**src/rtl/score_keeper.sv**
```systemverilog
// Score keeper: two-digit BCD score and high score, IDLE/PLAY/OVER game FSM,
// and registered seven-segment codes for the on-screen digit renderer.
module score_keeper #(
  parameter bit BLANK_TENS = 1'b1,
  parameter int SAT_SCORE  = 99
) (
  input  logic        clk,
  input  logic        reset,
  input  logic        game_start,
  input  logic        point,
  input  logic        game_over,
  output logic [7:0]  score_bcd,
  output logic [7:0]  high_bcd,
  output logic [13:0] seg,
  output logic [13:0] seg_high,
  output logic        playing,
  output logic        new_high
);

  typedef enum logic [1:0] {
    S_IDLE = 2'd0,
    S_PLAY = 2'd1,
    S_OVER = 2'd2
  } state_t;

  localparam logic [3:0]  SAT_TENS  = 4'(SAT_SCORE / 10);
  localparam logic [3:0]  SAT_UNITS = 4'(SAT_SCORE % 10);
  localparam logic [7:0]  SAT_BCD   = {SAT_TENS, SAT_UNITS};
  localparam logic [13:0] SEG_RESET = BLANK_TENS ? 14'h007E : 14'h3F7E;

  // Current FSM state; kept as a named register so checkers can bind to it.
  state_t state;
  state_t state_nx;

  logic [7:0] score_nx;
  logic [7:0] high_nx;
  logic [7:0] score_inc;
  logic       new_high_nx;

  function automatic logic [6:0] enc_digit(input logic [3:0] d);
    logic [6:0] s;
    case (d)
      4'd0:    s = 7'b1111110;
      4'd1:    s = 7'b0110000;
      4'd2:    s = 7'b1101101;
      4'd3:    s = 7'b1111001;
      4'd4:    s = 7'b0110011;
      4'd5:    s = 7'b1011011;
      4'd6:    s = 7'b1011111;
      4'd7:    s = 7'b1110000;
      4'd8:    s = 7'b1111111;
      4'd9:    s = 7'b1111011;
      default: s = 7'b0000001;
    endcase
    return s;
  endfunction

  function automatic logic [13:0] enc_pair(input logic [7:0] v);
    logic [6:0] tens;
    tens = enc_digit(v[7:4]);
    if (BLANK_TENS && (v[7:4] == 4'd0)) tens = 7'b0000000;
    return {tens, enc_digit(v[3:0])};
  endfunction

  // Saturating BCD increment: holds at SAT_BCD rather than wrapping.
  function automatic logic [7:0] bcd_inc(input logic [7:0] v);
    logic [7:0] r;
    if (v == SAT_BCD)         r = v;
    else if (v[3:0] == 4'd9)  r = {v[7:4] + 4'd1, 4'd0};
    else                      r = {v[7:4], v[3:0] + 4'd1};
    return r;
  endfunction

  function automatic logic bcd_gt(input logic [7:0] a, input logic [7:0] b);
    return (a[7:4] > b[7:4]) || ((a[7:4] == b[7:4]) && (a[3:0] > b[3:0]));
  endfunction

  always_comb begin
    state_nx    = state;
    score_nx    = score_bcd;
    high_nx     = high_bcd;
    new_high_nx = new_high;
    score_inc   = point ? bcd_inc(score_bcd) : score_bcd;
    case (state)
      S_IDLE, S_OVER: begin
        if (game_start) begin
          state_nx    = S_PLAY;
          score_nx    = 8'h00;
          new_high_nx = 1'b0;
        end
      end
      S_PLAY: begin
        // game_start dominates point and game_over; otherwise the point is
        // counted before the high-score compare on the same edge.
        if (game_start) begin
          score_nx = 8'h00;
        end else begin
          score_nx = score_inc;
          if (game_over) begin
            state_nx = S_OVER;
            if (bcd_gt(score_inc, high_bcd)) begin
              high_nx     = score_inc;
              new_high_nx = 1'b1;
            end
          end
        end
      end
      default: state_nx = S_IDLE;
    endcase
  end

  always_ff @(posedge clk or posedge reset) begin
    if (reset) begin
      state     <= S_IDLE;
      score_bcd <= 8'h00;
      high_bcd  <= 8'h00;
      playing   <= 1'b0;
      new_high  <= 1'b0;
      seg       <= SEG_RESET;
      seg_high  <= SEG_RESET;
    end else begin
      state     <= state_nx;
      score_bcd <= score_nx;
      high_bcd  <= high_nx;
      playing   <= (state_nx == S_PLAY);
      new_high  <= new_high_nx;
      // Encoder stage runs one edge behind the BCD registers.
      seg       <= enc_pair(score_bcd);
      seg_high  <= enc_pair(high_bcd);
    end
  end

endmodule

```
**config.mk**
```make
export PLATFORM = sky130hd
export DESIGN_NAME = score_keeper
export DESIGN_NICKNAME = d
export VERILOG_FILES = /design/src/rtl/score_keeper.sv
export SDC_FILE = /design/constraint.sdc
export NUM_CORES = 1
export LEC_CHECK = 0
export BUFFER_PORTS_ARGS = -buffer_cell sky130_fd_sc_hd__buf_2
export CELL_PAD_IN_SITES_DETAIL_PLACEMENT = 1
export CELL_PAD_IN_SITES_GLOBAL_PLACEMENT = 2
export CORE_MARGIN = 5
export CORE_UTILIZATION = 35
export CTS_BUF_LIST = sky130_fd_sc_hd__clkbuf_16
export DETAILED_ROUTE_END_ITERATION = 7
export GPL_TIMING_DRIVEN = 0
export PLACE_DENSITY_LB_ADDON = 0.1
export SYNTH_ARGS = -nofsm -noshare
export SYNTH_HDL_FRONTEND = slang
export SYNTH_SLANG_ARGS = --single-unit
```
**constraint.sdc**
```tcl
create_clock -name clk -period 3.8 [get_ports clk]
set_input_delay 0.38 -clock clk [delete_from_list [all_inputs] [get_ports clk]]
set_output_delay 0.38 -clock clk [all_outputs]
set_load 0.05 [all_outputs]
```
# After elaboration in Yosys (flattened, before gate mapping)

Memories as Yosys holds them, arrays and structs flattened. A register that Yosys moved wholly into a read port is not among the register bits.
Index checks and enable logic that the tools add are counted.

Register bits: 48
Memories kept: 4
Bits in read-only memories: 448
Output and inout bits: 46

Multiplexer cells: 17
Bitwise operators: 1
$lt $le $gt $ge: 2
Equality and inequality tests: 10
$add $sub $neg: 2
Reduce and logical (&&, ||, !) cells: 10

Memories:

| memory           | words | bits a word | read ports | clocked after Yosys merged registers in | write ports | line | source |
|---|---|---|---|---|---|---|---|
| (name not given) | 16    | 7           | 1          | 0                                       | 0           | 42   | `case (d)` |
| (name not given) | 16    | 7           | 1          | 1                                       | 0           | 42   |  |
| (name not given) | 16    | 7           | 1          | 0                                       | 0           | 42   |  |
| (name not given) | 16    | 7           | 1          | 1                                       | 0           | 42   |  |

Operator list:

| kind                                                             | count |
|---|---|
| 8-bit two-way mux                                                | 5 |
| 8-bit case mux with 2 select lines                               | 1 |
| 7-bit two-way mux                                                | 2 |
| 4-bit by 1-bit adder with 4-bit output (second input constant)   | 2 |
| 8-bit == test (second input constant)                            | 1 |
| 4-bit > comparator                                               | 2 |
| 4-bit logical NOT                                                | 2 |
| 2-bit inequality test (second input constant)                    | 4 |
| 2-bit two-way mux                                                | 3 |
| 5-bit AND reduction                                              | 1 |
| 2-bit by 1-bit == test with 1-bit output (second input constant) | 2 |
| 4-bit == test                                                    | 1 |
| 4-bit == test (second input constant)                            | 1 |
| 1-bit two-way mux                                                | 4 |
| 2-bit case mux with 2 select lines                               | 1 |
| 4-bit AND reduction                                              | 1 |
| 2-bit == test (second input constant)                            | 1 |
| 2-bit logical NOT                                                | 1 |
| 1-bit case mux with 2 select lines                               | 1 |
| 2-bit AND reduction                                              | 1 |
| 2-bit nonzero test                                               | 1 |
| 2-bit OR reduction                                               | 1 |
| 1-bit logical AND                                                | 1 |
| 1-bit logical OR                                                 | 1 |
| 1-bit inverter                                                   | 1 |

# Depth between registers and ports, before layout

Depth after elaboration: 11
Gate-level depth with buffers: 13

# Worst setup path after synthesis

No wires, ideal clock.

Path type: reg2reg
From: register score_bcd[1]
To: register high_bcd[5]
Library setup time: 125 ps
Arrival time: 3081 ps
Setup slack: 594 ps
Cell stages (with the launch flop): 12
Period minus slack after synthesis: 3206 ps
Path through: dfrtp_1 inv_1 ha_1 and4b_1 and2_1 buf_2 nand2_1 o21ai_0 ha_1 nand4_1 o31ai_4 mux2_4

Longest elaborated chain between the ends: 8
Elaborated cells between the ends (all ways): 12
Classes of those cells: add/sub: 1; order compare: 2; eq/ne: 3; mux: 3; reduce/logical: 3

RTL lines:

| element                                                    | line | source |
|---|---|---|
| start, declared                                            | 12   | `output logic [7:0] score_bcd,` |
| start signal, assigned                                     | 123  | `score_bcd <= score_nx;` |
| 4-bit == test                                              | 69   | `else if (v[3:0] == 4'd9) r = {v[7:4] + 4'd1, 4'd0};` |
| 8-bit two-way mux                                          | 69   |  |
| 8-bit two-way mux (*)                                      | 68   | `if (v == SAT_BCD) r = v;` |
| 8-bit two-way mux (*)                                      | 83   | `score_inc = point ? bcd_inc(score_bcd) : score_bcd;` |
| via score_inc[5]                                           | 37   | `logic [7:0] score_inc;` |
| branches (longest 4 deep; another with 4-bit > comparator) | --   |  |
| end signal, assigned                                       | 124  | `high_bcd <= high_nx;` |
| end, declared                                              | 13   | `output logic [7:0] high_bcd,` |

Mark *: on every way through the listed nets, which the timed path passes.
A chain may end at the register's enable or synchronous reset.

# Worst setup path in the final report

From: register score_bcd[1]
To: register high_bcd[6]

Longest elaborated chain between the ends: 8
Elaborated cells between the ends (all ways): 12
Classes of those cells: add/sub: 1; order compare: 2; eq/ne: 3; mux: 3; reduce/logical: 3

RTL lines:

| element                                                    | line | source |
|---|---|---|
| 4-bit == test                                              | 69   |  |
| 8-bit two-way mux                                          | 69   |  |
| 8-bit two-way mux (*)                                      | 68   |  |
| 8-bit two-way mux (*)                                      | 83   |  |
| via score_inc[5]                                           | 37   |  |
| branches (longest 2 deep; another with 4-bit > comparator) | --   |  |
| 1-bit logical OR (*)                                       | 75   | `return (a[7:4] > b[7:4]) \|\| ((a[7:4] == b[7:4]) && (a[3:0] > b[3:0]));` |
| 4-bit AND reduction (no source line) (*)                   | --   |  |

Marked as above.

==> flow_summary.ini <==
[run_status]
status = completed

[sta]
hold_viol = 0
grt_setup_unrepaired = no
fin_tns_setup_ps = 0
fin_skew_ps = 3.818
slew_viol_final = 0
final-setup-viol-count = 0
tightestPinTransition_ps = 682.1
fin_crit_ps = 3360
setup_ws_ps = 440.4
slew_headroom_pct = 54.53
max_freq_ghz = 0.2977
final.period_utilization_pct = 88.41

[cells_and_area]
diodes = 0
drive_gt1_share_pct = 28.66
syn_to_final_growth_pct = 19.92
layout.nets = 351
design_area_mm2 = 0.003209
layout.cells.non_filler = 413

[routing]
wirelength_um = 6141
drt_iter0_drc = 32
via_per_inst = 4.872
vias = 2012
post-route-drc-count = 0
antenna_left = 0
avgRoutedWirePerCell_um = 14.87
first_pass_iters = 4

[synth]
synthCells = 256
synth_top_family_by_area = compound AO/OA/AOI/OAI gates
synth_xor_area_share_pct = 0.9818
avgSynthCellArea_um2 = 10.45
synthSimpleGateAreaFrac_pct = 11.36
synth_fp_nets = 294
synth.largest_area_cell = dfrtp_1
synth-seq-area-share_pct = 45.44
yosysWarningCount = 0
yosysUniqueCellTypes = 47
syn_area_mm2 = 0.002676
synth_compound_area_share_pct = 16.69
synth_top_cell_area_share_pct = 33.66
ys_top_cells_by_area = dfrtp_1, ha_1, dfstp_2
synthAdderAreaFrac_pct = 15.43
synthMuxAreaShare_pct = 5.143
synth-seq-cells = 48

[clocking]
cts_tree = built
ctsRootBufferMaster = clkbuf_16
clk_latency_ps = 290
clockBufferDepth = 2
cts_hold_buf = 0
cts.sinks = 48
cts_buffers = 5
cts_setup_buffers = 0
cts.repair.resized = 0
ctsHtreeMaxLevel = 2
clkTransAtPathRegs_ps = 70

[grt]
grt_pass1_vias = 2101
grt_start_max_net_pins = 31
grt_pass1_wl_um = 10540
gr-total-overflow = 0
antenna_found_initial = 0
grt_usage_pct = 13.55

[worst_setup_path]
ff2ff_path_depth = 11
critical_path_arrival_ps = 3540
reg2reg_slack_ps = 440
cp_max_fo = 10
crit_end = high_bcd[6]
worst-setup-path-type = flip-flop to flip-flop
r2r_start = score_bcd[1]
cp.required_ps = 3980
setup.worst_path.end_class = flip-flop
start_kind = flip-flop
reg2reg_to = high_bcd[6]
critical_path.startpoint = score_bcd[1]

[placement]
dpl_cell_area_mm2 = 0.003065
post-dp-hpwl_um = 4606
port_buffers = 49
routabilityCongestion = 0.7781
place_worst_setup_slack_ps = 477.5
dp_cells = 405

[pwr]
total_power_mw = 1.781
power_leakage_nw = 1.604
peakVddDrop_uv = 183.0
powerDensity_mw_per_mm2 = 554.9

[die]
rows = 31
num_io_pins = 51
die_width_um = 97.45
fp.dieArea_mm2 = 0.009496
initial_core_util_pct = 36.51
die_h_um = 97.45
core-area_mm2 = 0.007331

[job]
max_cap_violations = 0

[hold_path]
min_path_type = primary input to async pin
[cell usage in the layout (no fill, tap or decap), types with 2 or more instances in the layout]
master	instances
ha_1	33
mux2_2	2
nand2_1	20
clkbuf_1	3
inv_1	21
a22o_1	5
a21oi_1	13
nand3_1	6
nor2b_1	3
nand3b_1	2
nand2b_1	4
o311ai_0	2
nor2_1	14
clkinv_1	2
a2bb2oi_1	2
mux2_4	7
clkinvlp_4	2
and2_1	3
dfrtp_1	36
o21ai_0	29
xnor2_1	3
inv_2	2
clkbuf_16	5
dfstp_2	12
nand4_1	2
o22ai_1	3
nor3_1	3
buf_2	53
[synth_stat cells (all sizes together)]
cell type  count
o211ai         1
o311ai         2
a31oi          1
a32oi          1
nor3           3
nand4          2
nand2         20
clkinv         1
nand3b         2
a21oi         14
a41oi          1
nor3b          1
nand2b         4
o2bb2ai        1
nor2b          3
o31a           1
buf            5
and4b          1
dfstp         12
a32o           1
and2           4
dfrtp         36
xnor2          3
mux2           9
o31ai          2
clkbuf         3
a211oi         1
o22ai          3
o21ai         30
nand3          6
nor2          14
a22o           6
mux2i          1
a21boi         1
a2bb2oi        2
or3            1
o21a           1
ha            33
inv           23
[critical path: stages (launching register included)]
cell and delay, ps:
dfrtp_1 570, inv_1 180, ha_1 220, and4b_1 220, and2_1 150, buf_2 150, nand2_1 70, o21ai_0 150
ha_1 350, nand4_1 160, o31ai_4 670, mux2_4 350
[registers in the layout (all words and copies together) (netlist names)]
signal     flops
playing        1
seg           14
seg_high      14
new_high       1
state          2
high_bcd       8
score_bcd      8
[area by class of cell]
type,count,area (µm²)
inverter,24,90.09
multi-input combinational,176,1328
timing repair buffer,50,265.3
sequential,48,1216
fill,849,4121
tap,99,123.9
clock buffer,5,125.1
buffer,8,42.54
clock inverter,3,18.77
[cells by family after synthesis]
| logic type | Yosys count |
|---|---|
| compound gates | 69 |
| simple gates | 61 |
| buf+inv | 32 |
| flops | 48 |
| mux | 10 |
| fa+ha+maj | 33 |
| xor+xnor | 3 |
[per-stage QoR]
stage	utilization, %	hold slack [ps]
2_1_floorplan	-	528.3
3_3_place_gp	41.54	502.4
3_5_place_dp	41.82	403.8
4_1_cts	43.78	90.93
5_1_grt	43.78	118.4
6_report	43.78	75.92
[worst min-delay path by stage]
| stage | start | endpoint |
|---|---|---|
| floorplan | game_over | state[1] |
| global placement | new_high | new_high |
| detailed placement | reset | high_bcd[6] |
| CTS | reset | seg_high[9] |
| global route | reset | high_bcd[6] |
| finish | reset | high_bcd[6] |
[report_power, final]
part | switching (mW) | internal [mW]
Combinational | 0.487 | 0.187
Sequential | 0.0522 | 0.611
Clock | 0.202 | 0.242
Total | 0.741 | 1.04
[per-layer routing]
metal	global-route usage, %	share of wire, %	up-vias
li1	-	-	1006
met1	17.86	48	966
met2	22.46	47	32
met3	2.584	3.2	8
met4	4.153	1.3	0
met5	0	0	-
No activity file was read; power rests on OpenSTA's default activity.
